<file path="src/rtl/instruction_fetch_pkg.sv">
// Shared pipeline definitions for the fetch stage and its neighbours.
// Latency: n/a (types and constants only).
// Backpressure: n/a.
package instruction_fetch_pkg;

  // Default datapath widths for the pipeline front end.
  localparam int IF_PC_WIDTH    = 14;
  localparam int IF_INSTR_WIDTH = 16;

  // First fetch address after reset and the bubble encoding used on squash/refill.
  localparam logic [IF_PC_WIDTH-1:0]    IF_RESET_PC  = '0;
  localparam logic [IF_INSTR_WIDTH-1:0] IF_NOP_INSTR = 16'h0000;

  // REFILL: memory is not yet returning data for pc_q (after reset or redirect).
  // RUN:    memory data for pc_d1 is on imem_data_mem this cycle.
  // HOLD:   decode is stalled and the presented instruction lives in the skid register.
  typedef enum logic [1:0] {
    REFILL = 2'd0,
    RUN    = 2'd1,
    HOLD   = 2'd2
  } fetch_state_t;

endpackage

</file>
<file path="src/rtl/instruction_fetch_skid_buffer.sv">
// Skid register and output mux selecting what fetch presents to decode.
// Latency: combinational mux; skid capture takes effect the cycle after a RUN stall.
// Backpressure: captures memory data when a stall hits in RUN, replays it until released.
module fetch_skid_buffer
  import instruction_fetch_pkg::*;
#(
  parameter int                     INSTR_WIDTH = IF_INSTR_WIDTH,
  parameter logic [INSTR_WIDTH-1:0] NOP_INSTR   = IF_NOP_INSTR
) (
  input  logic                   clk,
  input  logic                   rst_n,
  input  fetch_state_t           state,
  input  logic                   capture,
  input  logic                   kill,
  input  logic [INSTR_WIDTH-1:0] mem_data,
  output logic [INSTR_WIDTH-1:0] instruction,
  output logic                   valid
);

  logic [INSTR_WIDTH-1:0] skid_q;

  // Save the word decode did not take; memory moves on to re-reading pc_q meanwhile.
  always_ff @(posedge clk or negedge rst_n) begin
    if (!rst_n) begin
      skid_q <= NOP_INSTR;
    end else if (capture) begin
      skid_q <= mem_data;
    end
  end

  // Pick the presented word by state; a same-cycle redirect squashes it to a bubble.
  always_comb begin
    instruction = NOP_INSTR;
    valid       = 1'b0;
    if (!kill) begin
      case (state)
        RUN: begin
          instruction = mem_data;
          valid       = 1'b1;
        end
        HOLD: begin
          instruction = skid_q;
          valid       = 1'b1;
        end
        default: begin
          instruction = NOP_INSTR;
          valid       = 1'b0;
        end
      endcase
    end
  end

endmodule

</file>
<file path="src/rtl/instruction_fetch.sv">
// Fetch stage: owns the PC, drives the 1-cycle synchronous imem, feeds decode.
// Latency: first valid instruction one cycle after reset release or redirect, then one per cycle.
// Backpressure: stall_hz freezes the PC and replays the presented word from a skid register.
module instruction_fetch
  import instruction_fetch_pkg::*;
#(
  parameter int                     PC_WIDTH    = IF_PC_WIDTH,
  parameter int                     INSTR_WIDTH = IF_INSTR_WIDTH,
  parameter logic [PC_WIDTH-1:0]    RESET_PC    = IF_RESET_PC,
  parameter logic [INSTR_WIDTH-1:0] NOP_INSTR   = IF_NOP_INSTR
) (
  input  logic                   clk,
  input  logic                   rst_n,
  input  logic                   stall_hz,
  input  logic                   mispredict_ex,
  input  logic [PC_WIDTH-1:0]    correct_target_ex,
  input  logic                   predict_taken_id,
  input  logic [PC_WIDTH-1:0]    target_address_id,
  output logic [PC_WIDTH-1:0]    imem_addr_if,
  input  logic [INSTR_WIDTH-1:0] imem_data_mem,
  output logic [INSTR_WIDTH-1:0] instruction_if,
  output logic [PC_WIDTH-1:0]    next_program_counter_if,
  output logic [PC_WIDTH-1:0]    fetch_pc_if,
  output logic                   valid_if
);

  // pc_q is the address in flight to memory; pc_d1 is the address whose data returns now.
  logic [PC_WIDTH-1:0] pc_q;
  logic [PC_WIDTH-1:0] pc_d1;
  fetch_state_t        state_q;

  logic                redirect;
  logic [PC_WIDTH-1:0] redirect_target;
  logic                skid_capture;

  // Execute redirects always win; a decode redirect is dropped while stalled and reasserted later.
  always_comb begin
    redirect        = 1'b0;
    redirect_target = target_address_id;
    if (mispredict_ex) begin
      redirect        = 1'b1;
      redirect_target = correct_target_ex;
    end else if (predict_taken_id && !stall_hz) begin
      redirect        = 1'b1;
      redirect_target = target_address_id;
    end
  end

  // Only a stall landing in RUN has live memory data that must be parked.
  assign skid_capture = (state_q == RUN) && stall_hz && !redirect;

  // PC and fetch state: redirect, then stall, then sequential advance (wraps silently).
  always_ff @(posedge clk or negedge rst_n) begin
    if (!rst_n) begin
      pc_q    <= RESET_PC;
      pc_d1   <= RESET_PC;
      state_q <= REFILL;
    end else if (redirect) begin
      pc_q    <= redirect_target;
      state_q <= REFILL;
    end else if (stall_hz) begin
      if (state_q == RUN) begin
        state_q <= HOLD;
      end
    end else begin
      pc_d1   <= pc_q;
      pc_q    <= pc_q + PC_WIDTH'(1);
      state_q <= RUN;
    end
  end

  fetch_skid_buffer #(
    .INSTR_WIDTH (INSTR_WIDTH),
    .NOP_INSTR   (NOP_INSTR)
  ) u_skid (
    .clk         (clk),
    .rst_n       (rst_n),
    .state       (state_q),
    .capture     (skid_capture),
    .kill        (redirect),
    .mem_data    (imem_data_mem),
    .instruction (instruction_if),
    .valid       (valid_if)
  );

  assign imem_addr_if            = pc_q;
  assign fetch_pc_if             = pc_d1;
  assign next_program_counter_if = pc_d1 + PC_WIDTH'(1);

endmodule

</file>
<file path="config.mk">
export PLATFORM = sky130hd
export DESIGN_NAME = instruction_fetch
export DESIGN_NICKNAME = d
export VERILOG_FILES = /design/src/rtl/instruction_fetch_pkg.sv /design/src/rtl/instruction_fetch_skid_buffer.sv /design/src/rtl/instruction_fetch.sv
export SDC_FILE = /design/constraint.sdc
export NUM_CORES = 1
export LEC_CHECK = 0
export CAP_MARGIN = 0
export CELL_PAD_IN_SITES_DETAIL_PLACEMENT = 1
export CELL_PAD_IN_SITES_GLOBAL_PLACEMENT = 1
export CORE_ASPECT_RATIO = 2
export CORE_MARGIN = 2
export CORE_UTILIZATION = 29
export DETAILED_ROUTE_END_ITERATION = 12
export GPL_TIMING_DRIVEN = 1
export PLACE_DENSITY_LB_ADDON = 0.1
export SETUP_SLACK_MARGIN = 0.05
export SYNTH_ARGS = -nofsm -noshare
export SYNTH_HDL_FRONTEND = slang
export SYNTH_SLANG_ARGS = --single-unit
export TNS_END_PERCENT = 30
</file>
<file path="constraint.sdc">
create_clock -name clk -period 1.46 [get_ports clk]
set_input_delay 0.292 -clock clk [delete_from_list [all_inputs] [get_ports clk]]
set_output_delay 0.292 -clock clk [all_outputs]
set_load 0.01 [all_outputs]
</file>
After elaboration in Yosys (flattened, before gate mapping)
Cells that the tools add are included.
{"block": "op_classes", "add_sub_neg": 2, "mul": 0, "div": 0, "order_cmp": 0, "n_eq_ne": 4, "shifts": 0, "mux": 12, "bitwise": 2, "reduce_logical": 7}
{"operator": "two-way mux 14 bit", "n": 3}
{"operator": "case mux 16 bit (2 select lines)", "n": 1}
{"operator": "adder 14 x 1 -> 14 bit, second input constant", "n": 2}
{"operator": "two-way mux 16 bit", "n": 1}
{"operator": "two-way mux 2 bit", "n": 3}
{"operator": "two-way mux 1 bit", "n": 4}
{"operator": "logical AND 1 bit", "n": 3}
{"operator": "!= test 3 x 1 -> 1 bit, second input constant", "n": 1}
{"operator": "== test 2 x 1 -> 1 bit, second input constant", "n": 1}
{"operator": "== test 2 bit, second input constant", "n": 1}
{"operator": "zero test 1 bit", "n": 2}
{"operator": "!= test 2 x 1 -> 1 bit, second input constant", "n": 1}
{"operator": "inverter 1 bit", "n": 2}
{"operator": "AND reduction 2 bit", "n": 1}
{"operator": "OR reduction 2 bit", "n": 1}
{"block": "totals", "regBits": 46, "latch_bits": 0, "mem_bits_rw": 0, "rom_bits": 0, "inputBits": 49, "output_inout_bits": 59, "wordCells": 31, "n_memories": 0}

Longest topological paths before layout
Gate-level depths: netlist of the first run.
{"block": "logic_depth", "ltp_word": 6, "mapped_depth": 6}

Cells and area by module
A second synthesis of the first run with hierarchy kept.
{"block": "unflattened", "cells_unflattened": 270, "area_unflattened_um2": 2725.1}
{"module": "instruction_fetch", "n_inst": 1, "cells_each": 192, "area_each_um2": 1845.5}
{"module": "fetch_skid_buffer", "n_inst": 1, "cells_each": 78, "area_each_um2": 879.6}

Least setup slack after synthesis of the first run
OpenSTA, ideal clock, no wires.
{"block": "synth_timing", "path_type": "flip-flop to output port", "from": "register state_q[1]", "to": "output instruction_if[10]", "t_arrival_ns": 1.407, "required_time_ns": 1.168, "path_slack_ns": -0.239, "stages_incl_launch_ff": 7, "path_buffers": 2, "path_cell_list": "dfrtp_1 inv_1 ha_1 clkbuf_1 clkbuf_1 a22oi_1 nor2_1"}
{"block": "synth_via", "elab_chain_cells": 3}
{"element": "start: declaration", "line_no": "instruction_fetch.sv:30", "rtl": "fetch_state_t state_q;"}
{"element": "start signal: assignment", "line_no": "instruction_fetch.sv:57", "rtl": "state_q <= REFILL;"}
{"element": "start signal: assignment", "line_no": "instruction_fetch.sv:60", "rtl": "state_q <= REFILL;"}
{"element": "start signal: assignment", "line_no": "instruction_fetch.sv:63", "rtl": "state_q <= HOLD;"}
{"element": "== test 2 bit / == test 2 x 1 -> 1 bit (equally long branches)", "line_no": "instruction_fetch_skid_buffer.sv:36", "rtl": "case (state)"}
{"element": "case mux 16 bit (2 select lines) *", "line_no": "instruction_fetch_skid_buffer.sv:36"}
{"element": "two-way mux 16 bit *", "line_no": "instruction_fetch_skid_buffer.sv:35", "rtl": "if (!kill) begin"}
{"element": "end: declaration", "line_no": "instruction_fetch.sv:21", "rtl": "output logic [INSTR_WIDTH-1:0] instruction_if,"}
Mark *: on every way between the ends. The rest lies on a longest branch, timed or not.

Final worst setup path of the first run
{"block": "layout_timing", "from": "register state_q[1]", "to": "output instruction_if[5]"}
The elaborated chain is that of the path after synthesis.

==> flow_metrics.py, run 1 <==
metrics = {
    "outcome": {
        "run_status": "complete, but fails checks",
        "failed_checks": "setup timing",
    },
    "detailed_routing": {
        "postRouteWirelength_um": 10620,
        "detail-route-antenna-nets": 0,
        "met2RoutedLength_um": 6177,
        "route.detailed.wl_per_inst_um": 19.09,
        "drcViolationCount": 0,
        "routed_met3_length_um": 470,
        "highest_layer": "met4",
        "num_vias": 2898,
        "detailed_router_s_first_iteration_violation_count": 104,
        "drt_pre_antenna_iters": 4,
        "routed_via_density": 5.212,
        "wl_met1_um": 3619,
    },
    "floorplan": {
        "ioPinCount": 108,
        "num_rows": 50,
        "die_h_um": 141.0,
        "die-width_um": 72.52,
        "die-area_um2": 10230,
        "initial_utilization_pct": 29.41,
        "design.core.area_um2": 9259,
    },
    "logic_synthesis": {
        "most_frequently_used_flop_master_after_synthesis": "sky130_fd_sc_hd__dfrtp_1",
        "mappedNetlistNets": 321,
        "mapped_cells": 268,
        "synthesis.area_um2": 2723,
        "synth_warnings": 0,
        "synth_sequential_area_ratio_pct": 42.28,
        "yosys_register_bits": 46,
        "async_flop_share_pct": 100.0,
        "synth.avg_cell_area_um2": 10.16,
        "synth_enable_flop_cells": 0,
        "synth.lib_cells_used.distinct": 51,
    },
    "sta": {
        "setup_viol_count_final": 47,
        "max_clock_freq_mhz": 504.2,
        "min_period_over_period_pct": 135.9,
        "grt_setup_unrepaired": "true",
        "finalHoldViolations": 0,
        "maxSlewViolCount": 0,
        "final_period_minus_worst_setup_slack_ns": 1.983,
        "clock_skew_ns": 0.002582,
        "max_slew.worst_pin.slew_ns": 0.2877,
        "final_critical_path_setup_slack_ns": -0.5234,
        "timing.max_slew.rel_slack_pct": 80.58,
    },
    "final_layout": {
        "final_design_area_no_fill_um2": 5211,
        "syn_to_final_growth_pct": 91.41,
        "multi_input_area_um2": 1911,
        "finish.net_count": 504,
        "antenna_cells_inserted": 0,
        "postLayoutCoreUtil_pct": 56.28,
        "layout.filler_cells": 1003,
        "layout.cells.most_common": "sky130_fd_sc_hd__buf_4",
        "final-seq-area_um2": 1166,
        "final_layout_size_suffix_gt1_share_pct": 54.65,
        "commonest_cells_after_routing_fill_and_taps_aside": "sky130_fd_sc_hd__buf_4 (47), sky130_fd_sc_hd__clkdlybuf4s50_1 (44), sky130_fd_sc_hd__buf_6 (35)",
    },
    "worst_setup_path": {
        "timing.critical_path.from_type": "register",
        "timing.critical_path.from": "state_q[1]$_DFFE_PN0P_",
        "critical-path-top-delay-family": "buffers and inverters",
        "end_kind": "primary output",
        "sequence_of_cells_on_the_critical_path": "buf_6 > inv_4 > ha_4 > buf_12 > buf_12 > a22oi_2 > nor2_4 > buf_6",
        "critical_path_required_ns": 1.17,
        "timing.critical_path.slowest_cell_delay_ns": 0.40,
        "crit_arrival_ns": 1.69,
        "r2r_start": "state_q[1]$_DFFE_PN0P_",
        "timing.critical_path.fanout_max": 8,
        "crit_buf_inv": 5,
        "timing.setup.critical_path_class": "register to primary output",
        "critPathSlowestCell": "sky130_fd_sc_hd__dfrtp_1",
    },
    "placement": {
        "buffers_added_on_ports": 107,
        "place_congestion": 0.8592,
        "setup_slack_at_placement_ns": -0.9197,
        "dpl_cell_area_um2": 4484,
        "hpwl_um": 7160,
    },
    "global_route": {
        "total_routing_usage_reported_by_global_routing_pct": 20.76,
        "antenna_found_initial": 0,
        "grt_pass1_vias": 3105,
        "grt_max_degree": 47,
        "grt_first_pass_wirelength_um": 16240,
        "grt-ovfl-total": 0,
    },
    "power": {
        "finalPower_mw": 5.031,
        "cellPowerDensity_nw_per_um2": 965.3,
        "leakage_nw": 2.269,
        "peakVddDrop_mv": 0.4714,
    },
    "clocking": {
        "cell_at_the_root_of_the_clock_tree": "sky130_fd_sc_hd__clkbuf_16",
        "cts-buffers-inserted": 5,
        "cts_num_sinks": 46,
        "htreeDepth": 2,
        "clk_pin_slew_ns": 0.06,
        "worstSkewPairLatency_ns": 0.29,
        "cts_tree": "built",
        "clock_tree.buffer_depth": 2,
    },
    "hold_path": {
        "hold_path_class": "input port to register",
        "holdCritStartpoint": "mispredict_ex",
    },
    "run": {
        "maxCapViolCount": 0,
    },
}
## timing repair
item | 4_1_cts | 5_1_grt
pin swaps | 25 | 21
endpoints found under the setup margin | 100 | 88
hold buffers | 1 | 0
setup buffers | 12 | 6
cloned | 3 | 1
endpoints found under the hold margin | 33 | 0
gates resized for setup | 258 | 61
## state kept, by name, indices dropped and copies added (netlist names)
signal / count
fetch_pc_if: 14
imem_addr_if: 14
state_q: 2
u_skid.skid_q: 16
## cells in the mapped netlist, drive strengths merged, types with 2 or more instances
library cell | n | area [µm²]
dfrtp | 46 | 1151
mux2 | 29 | 364.1
nor2 | 24 | 90.09
a22oi | 18 | 135.1
nand2 | 17 | 68.81
a21oi | 12 | 60.06
inv | 11 | 41.29
o21ai | 11 | 55.05
nand2b | 9 | 56.30
nand3 | 9 | 50.05
buf | 8 | 66.31
xnor2 | 8 | 70.07
nor3 | 6 | 35.03
xor2 | 6 | 52.55
a22o | 5 | 43.79
clkbuf | 5 | 18.77
ha | 4 | 50.05
nand4 | 4 | 31.28
and3 | 3 | 18.77
nor4 | 3 | 25.02
o22ai | 3 | 18.77
o32ai | 3 | 26.28
a21o | 2 | 15.01
a31oi | 2 | 12.51
mux2i | 2 | 20.02
nor2b | 2 | 12.51
o2bb2ai | 2 | 17.52
## power by group
group	internal, mW	leakage, nW	switching [mW]
registers	1.55	0.542	0.241
clock network	0.680	0.0739	0.495
logic	1.17	1.65	0.891
total	3.40	2.27	1.63
## tightest hold or removal path, stage by stage
cell and delay (ns):
sky130_fd_sc_hd__dlymetal6s2s_1 0.16, sky130_fd_sc_hd__buf_12 0.20, sky130_fd_sc_hd__nor2_1 0.06
## per-layer routing
metal  vias to the layer above  GRT usage [%]
li1                       1344              -
met5                         -              0
met2                        89          40.22
met4                         0          8.674
met1                      1444          21.05
met3                        21          3.145
## per-stage QoR
stage,TNS [ns],hold slack [ns],cells
4_1_cts,-17.99,0.5151,550
2_1_floorplan,-0.7005,-0.003591,268
6_report,-18.27,0.4711,556
3_5_place_dp,-40.36,0.3022,526
5_1_grt,-21.24,0.4899,556
3_3_place_gp,-39.18,0.2975,526
## kinds of logic after synthesis
logic type / synth area share [%]
buffers and inverters: 4.642
AO/OA/AOI/OAI: 17.19
AND/OR/NAND/NOR: 15.44
flip-flops: 42.28
multiplexers: 14.11
adder cells (fa/ha/maj): 1.838
XOR/XNOR: 4.504
## layout make-up
type | instances | share of cell area [%]
Clock buffer | 7 | 2.737
Timing Repair Buffer | 189 | 34.69
Sequential cell | 46 | 22.38
Multi-Input combinational cell | 198 | 36.66
Clock inverter | 1 | 0.09604
Inverter | 11 | 0.9364
Tap cell | 104 | 2.497
## path summary, 6_finish.rpt
kind,endpoint,depth (start not counted),slack (ns)
setup / recovery,instruction_if[5],8,-0.52
hold / removal,state_q[0]$_DFFE_PN0P_,3,0.47
setup reg to reg,u_skid.skid_q[12]$_DFFE_PN0P_,9,-0.39
hold reg to reg,u_skid.skid_q[7]$_DFFE_PN0P_,1,0.53
max in group asynchronous,fetch_pc_if[12]$_DFFE_PN0P_,3,0.68
min in group asynchronous,u_skid.skid_q[5]$_DFFE_PN0P_,3,0.51
Power figures use the tool's default switching activity.
==> run 2: changes to the inputs <==
--- a/config.mk
+++ b/config.mk
@@ -11,6 +11,7 @@
 export CORE_ASPECT_RATIO = 2
 export CORE_MARGIN = 2
 export CORE_UTILIZATION = 29
+export CTS_CLUSTER_DIAMETER = 100
 export DETAILED_ROUTE_END_ITERATION = 12
 export GPL_TIMING_DRIVEN = 1
 export PLACE_DENSITY_LB_ADDON = 0.1
==> results of run 2 <==
No change in the layout: final DEF, timing and power equal those of run 1.
==> run 3: changes to the inputs <==
--- a/config.mk
+++ b/config.mk
@@ -11,11 +11,13 @@
 export CORE_ASPECT_RATIO = 2
 export CORE_MARGIN = 2
 export CORE_UTILIZATION = 29
+export CTS_BUF_LIST = sky130_fd_sc_hd__clkbuf_16
 export CTS_CLUSTER_DIAMETER = 100
 export DETAILED_ROUTE_END_ITERATION = 12
 export GPL_TIMING_DRIVEN = 1
 export PLACE_DENSITY_LB_ADDON = 0.1
 export SETUP_SLACK_MARGIN = 0.05
+export SLEW_MARGIN = 30
 export SYNTH_ARGS = -nofsm -noshare
 export SYNTH_HDL_FRONTEND = slang
 export SYNTH_SLANG_ARGS = --single-unit
==> flow_metrics.py, run 3 (same netlist as run 1, synthesis figures left out) <==
metrics = {
    "sta": {
        "setup_viol_count_final": 47,
        "max_clock_freq_mhz": 505.0,
        "timing.setup.tns_ns": -18.51,
        "grt_setup_unrepaired": "true",
        "final_period_minus_worst_setup_slack_ns": 1.980,
        "final_critical_path_setup_slack_ns": -0.5202,
        "min_period_over_period_pct": 135.6,
        "finalHoldViolations": 0,
        "timing.max_slew.rel_slack_pct": 80.58,
        "maxSlewViolCount": 0,
        "max_slew.worst_pin.slew_ns": 0.2877,
        "clock_skew_ns": 0.002528,
    },
    "final_layout": {
        "final_cell_count_no_fill": 557,
        "final_design_area_no_fill_um2": 5197,
        "reg_with_most_ffs": "u_skid.skid_q",
        "antenna_cells_inserted": 0,
        "syn_to_final_growth_pct": 90.90,
        "multi_input_area_um2": 1903,
        "max_ffs_per_register": 16,
        "layout.cells.most_common": "sky130_fd_sc_hd__buf_4",
        "finish.net_count": 505,
        "commonest_cells_after_routing_fill_and_taps_aside": "sky130_fd_sc_hd__buf_4 (48), sky130_fd_sc_hd__clkdlybuf4s50_1 (44), sky130_fd_sc_hd__buf_6 (35)",
        "final_layout_size_suffix_gt1_share_pct": 54.53,
        "final-seq-area_um2": 1166,
        "layout.filler_cells": 1009,
    },
    "global_route": {
        "antenna_found_initial": 0,
        "grt-ovfl-total": 0,
        "total_routing_usage_reported_by_global_routing_pct": 20.87,
        "grt_pass1_vias": 3100,
        "grt_max_degree": 47,
        "grt_first_pass_wirelength_um": 16300,
    },
    "run": {
        "maxCapViolCount": 0,
    },
    "placement": {
        "placed_cells": 526,
        "hpwl_um": 7160,
        "setup_slack_at_placement_ns": -0.9197,
        "place_congestion": 0.8592,
        "dpl_cell_area_um2": 4484,
        "buffers_added_on_ports": 107,
    },
    "clocking": {
        "worstSkewPairLatency_ns": 0.29,
        "htreeDepth": 2,
        "cell_at_the_root_of_the_clock_tree": "sky130_fd_sc_hd__clkbuf_16",
        "clk_pin_slew_ns": 0.06,
        "cts-buffers-inserted": 5,
        "clock_tree.buffer_depth": 2,
        "cts_num_sinks": 46,
        "cts_tree": "built",
    },
    "floorplan": {
        "initial_utilization_pct": 29.41,
        "die-width_um": 72.52,
        "die_h_um": 141.0,
        "die-area_um2": 10230,
        "design.core.area_um2": 9259,
        "ioPinCount": 108,
        "num_rows": 50,
    },
    "worst_setup_path": {
        "end_kind": "primary output",
        "rr_worst_depth": 9,
        "crit_arrival_ns": 1.69,
        "timing.setup.critical_path_class": "register to primary output",
        "r2r-end": "u_skid.skid_q[9]$_DFFE_PN0P_",
        "timing.critical_path.fanout_max": 8,
        "internal_reg_to_reg_setup_slack_ns": -0.39,
        "timing.critical_path.from_type": "register",
        "r2r_start": "state_q[1]$_DFFE_PN0P_",
        "critical_path_required_ns": 1.17,
    },
    "outcome": {
        "run_status": "complete, but fails checks",
        "failed_checks": "setup timing",
    },
    "hold_path": {
        "worst_hold_path.endpoint": "state_q[0]$_DFFE_PN0P_",
        "hold_path_class": "input port to register",
        "timing.hold.worst_path_depth": 3,
        "holdCritStartpoint": "mispredict_ex",
    },
    "detailed_routing": {
        "detailed_router_s_first_iteration_violation_count": 74,
        "num_vias": 2883,
        "drcViolationCount": 0,
        "drt_pre_antenna_iters": 4,
        "route.detailed.wl_per_inst_um": 18.77,
        "detail-route-antenna-nets": 0,
        "postRouteWirelength_um": 10460,
        "routed_via_density": 5.176,
    },
    "power": {
        "finalPower_mw": 4.958,
        "cellPowerDensity_nw_per_um2": 953.9,
        "leakage_nw": 2.266,
        "peakVddDrop_mv": 0.4479,
    },
}
run 3: how the worst max path moves through the flow:
stage / endpoint / startpoint / cells after the start
after floorplan: instruction_if[10] / state_q[0]$_DFFE_PN0P_ / 6
after global placement: instruction_if[0] / predict_taken_id / 7
after detailed placement: instruction_if[3] / stall_hz / 7
after CTS: instruction_if[8] / state_q[0]$_DFFE_PN0P_ / 6
after global routing: instruction_if[9] / state_q[0]$_DFFE_PN0P_ / 6
final: instruction_if[5] / state_q[1]$_DFFE_PN0P_ / 8
run 3: routing by layer:
metal,track usage [%],wire length [µm]
met2,40.80,6209
met1,20.90,3648
met3,3.074,390
met4,8.674,209
met5,0,0
run 3: critical path, cell delays in order, from the launching register on:
cell,delay (ns)
sky130_fd_sc_hd__dfrtp_1,0.40
sky130_fd_sc_hd__buf_6,0.12
sky130_fd_sc_hd__inv_4,0.03
sky130_fd_sc_hd__ha_4,0.18
sky130_fd_sc_hd__buf_12,0.14
sky130_fd_sc_hd__buf_12,0.13
sky130_fd_sc_hd__a22oi_2,0.23
sky130_fd_sc_hd__nor2_4,0.04
sky130_fd_sc_hd__buf_6,0.11
run 3: area by class of cell:
| cell class | count | share of cell area, % |
|---|---|---|
| inverter | 11 | 0.9389 |
| clock buffer | 5 | 2.407 |
| multi-input combinational | 198 | 36.62 |
| sequential | 46 | 22.44 |
| tap | 104 | 2.504 |
| clock inverter | 3 | 0.2407 |
| timing repair buffer | 190 | 34.86 |
run 3: power breakdown:
group          switching (mW)  internal, mW
sequential              0.241          1.55
clock                   0.486         0.620
combinational           0.886          1.17
total                    1.61          3.34
run 3: metrics by stage:
step,utilization (%),hold WS [ns]
floorplan,-,-0.003591
global placement,48.43,0.2975
detailed placement,48.43,0.3022
CTS,53.61,0.5151
global route,56.14,0.4898
finish,56.14,0.4727
run 3: timing repair:
item	CTS	global route
endpoints found under the setup margin	100	87
resized for setup	259	61
setup buffers	12	7
cloned	3	1
endpoints found under the hold margin	33	0
pin swaps	25	22
hold buffers	1	0
==> patch: new RTL, settings of run 3 <==
Reset style: synchronous (`rst_n`), changed in 2 clocked blocks.
--- a/src/rtl/instruction_fetch_skid_buffer.sv
+++ b/src/rtl/instruction_fetch_skid_buffer.sv
@@ -22,3 +22,3 @@
   // Save the word decode did not take; memory moves on to re-reading pc_q meanwhile.
-  always_ff @(posedge clk or negedge rst_n) begin
+  always_ff @(posedge clk) begin
     if (!rst_n) begin
--- a/src/rtl/instruction_fetch.sv
+++ b/src/rtl/instruction_fetch.sv
@@ -52,3 +52,3 @@
   // PC and fetch state: redirect, then stall, then sequential advance (wraps silently).
-  always_ff @(posedge clk or negedge rst_n) begin
+  always_ff @(posedge clk) begin
     if (!rst_n) begin
Check against the original RTL: differs if rst_n is asserted again (counterexample within 4 cycles, from zero or initial values and one cycle with rst_n low); with rst_n held inactive, the same outputs for 10 cycles.
==> patch against run 3 <==
The flow still finishes with violations (setup timing); via count increased by 6.0%; synthesized cell count increased by 27%; non-clock buffer count decreased by 23; routed wire length decreased by 3.4%; design area decreased by 10%; clock skew increased by 0.0029 ns; synthesized area decreased by 1.6%; sequential cell count unchanged; count of clock-buffer cells in the layout unchanged; worst setup slack got worse by 0.060 ns; highest routed layer unchanged.
Power is not compared: it rests on default switching activity, and its combinational part moved more than twofold at a synthesized area within 25%.
==> patch: results (changes against run 3) <==
Fin Clk Skew: 0.00544 ns (+0.00292 ns)
Wl on met1: 3280 µm (-10%)
Post-Synth Adder-Cell Area: 1.87% (+0.029 points)
Xor and xnor fraction of the mapped netlist area: 3.92% (-0.58 points)
Die X: 72.0 µm (-0.74%)
Post-Place Worst Slack: -0.940 ns (-0.0200 ns)
Top post-synthesis cells by area: dfxtp_1 (34%), nand2_1 (9.8%), a21boi_0 (7.6%), a22oi_1 (6.2%), mux2_2 (4.2%)
Area leader, netlist: dfxtp_1
Slew Limit Headroom: 66.9% (-14 points)
Hold EP: u_skid.skid_q[13]
Final nets: 543 (+7.5%)
Postcts setup bufs: 4 (-8)
Fraction of area in multi-input gates: 39.3% (+2.7 points)
Worst hold stages: 2 (-1)
Endpoints failing setup: 38 (-19%)
Routed wire length: 10,100 µm (-3.4%)
Fin crit share: 140% (+4.1 points)
Violated checks: setup timing
Post-DP Area: 0.00429 mm² (-4.3%)
R2R Setup Slk: -0.04 ns (+0.35 ns)
Placed cells: 578 (+9.9%)
Largest stage delay, worst path: 0.37 ns (-0.03 ns)
Slowest stage cell on the critical path: or3_4
Met1 usage: 19.3% (-1.6 points)
Met3 WL: 308 µm (-21%)
Status: finished with violations
DR iter-0 viols: 80 (+8.1%)
Non-CTS inverters: 8 (-3)
Fraction of final layout cells sized beyond drive strength 1: 33.2% (-21 points)
Final Hold Slack: 0.461 ns (-0.0119 ns)
Setup ws final: -0.580 ns (-0.0601 ns)
Global Route Usage Sum: 20.9% (+0.076 points)
Seq/total area: 20.2% (-2.2 points)
First-pass GRT wire length: 16,600 µm (+1.7%)
Gate Count Post-Synth: 341 (+27%)
Buffer share of cell area: 33.9% (-0.98 points)
Mux contribution to synthesized area: 6.44% (-7.7 points)
Syn_nets: 394 (+23%)
[patch: cell types whose count changed after synthesis, sizes merged, moves of 6 or more]
cell and change:
clkbuf +9, nand2b -7, dfrtp -46, a21boi +29
dfxtp +46, mux2 -19, nor3 +6, a21oi -9
nand2 +53
[patch: power by group]
group          leakage [nW]  internal [W]  switching (W)
combinational          1.42      0.000353       0.000283
sequential            0.381       0.00130      0.0000386
clock                0.0698      0.000635       0.000521
[patch: worst max-delay path by stage]
stage / to / start / cells past startpoint / slack (ns)
finish: instruction_if[3] / state_q[0] / 7 / -0.58
global route: instruction_if[14] / state_q[0] / 7 / -0.63
global placement: instruction_if[2] / predict_taken_id / 6 / -0.87
floorplan: instruction_if[10] / state_q[0] / 6 / -0.11
detailed placement: instruction_if[3] / predict_taken_id / 6 / -0.94
CTS: instruction_if[15] / state_q[0] / 7 / -0.62
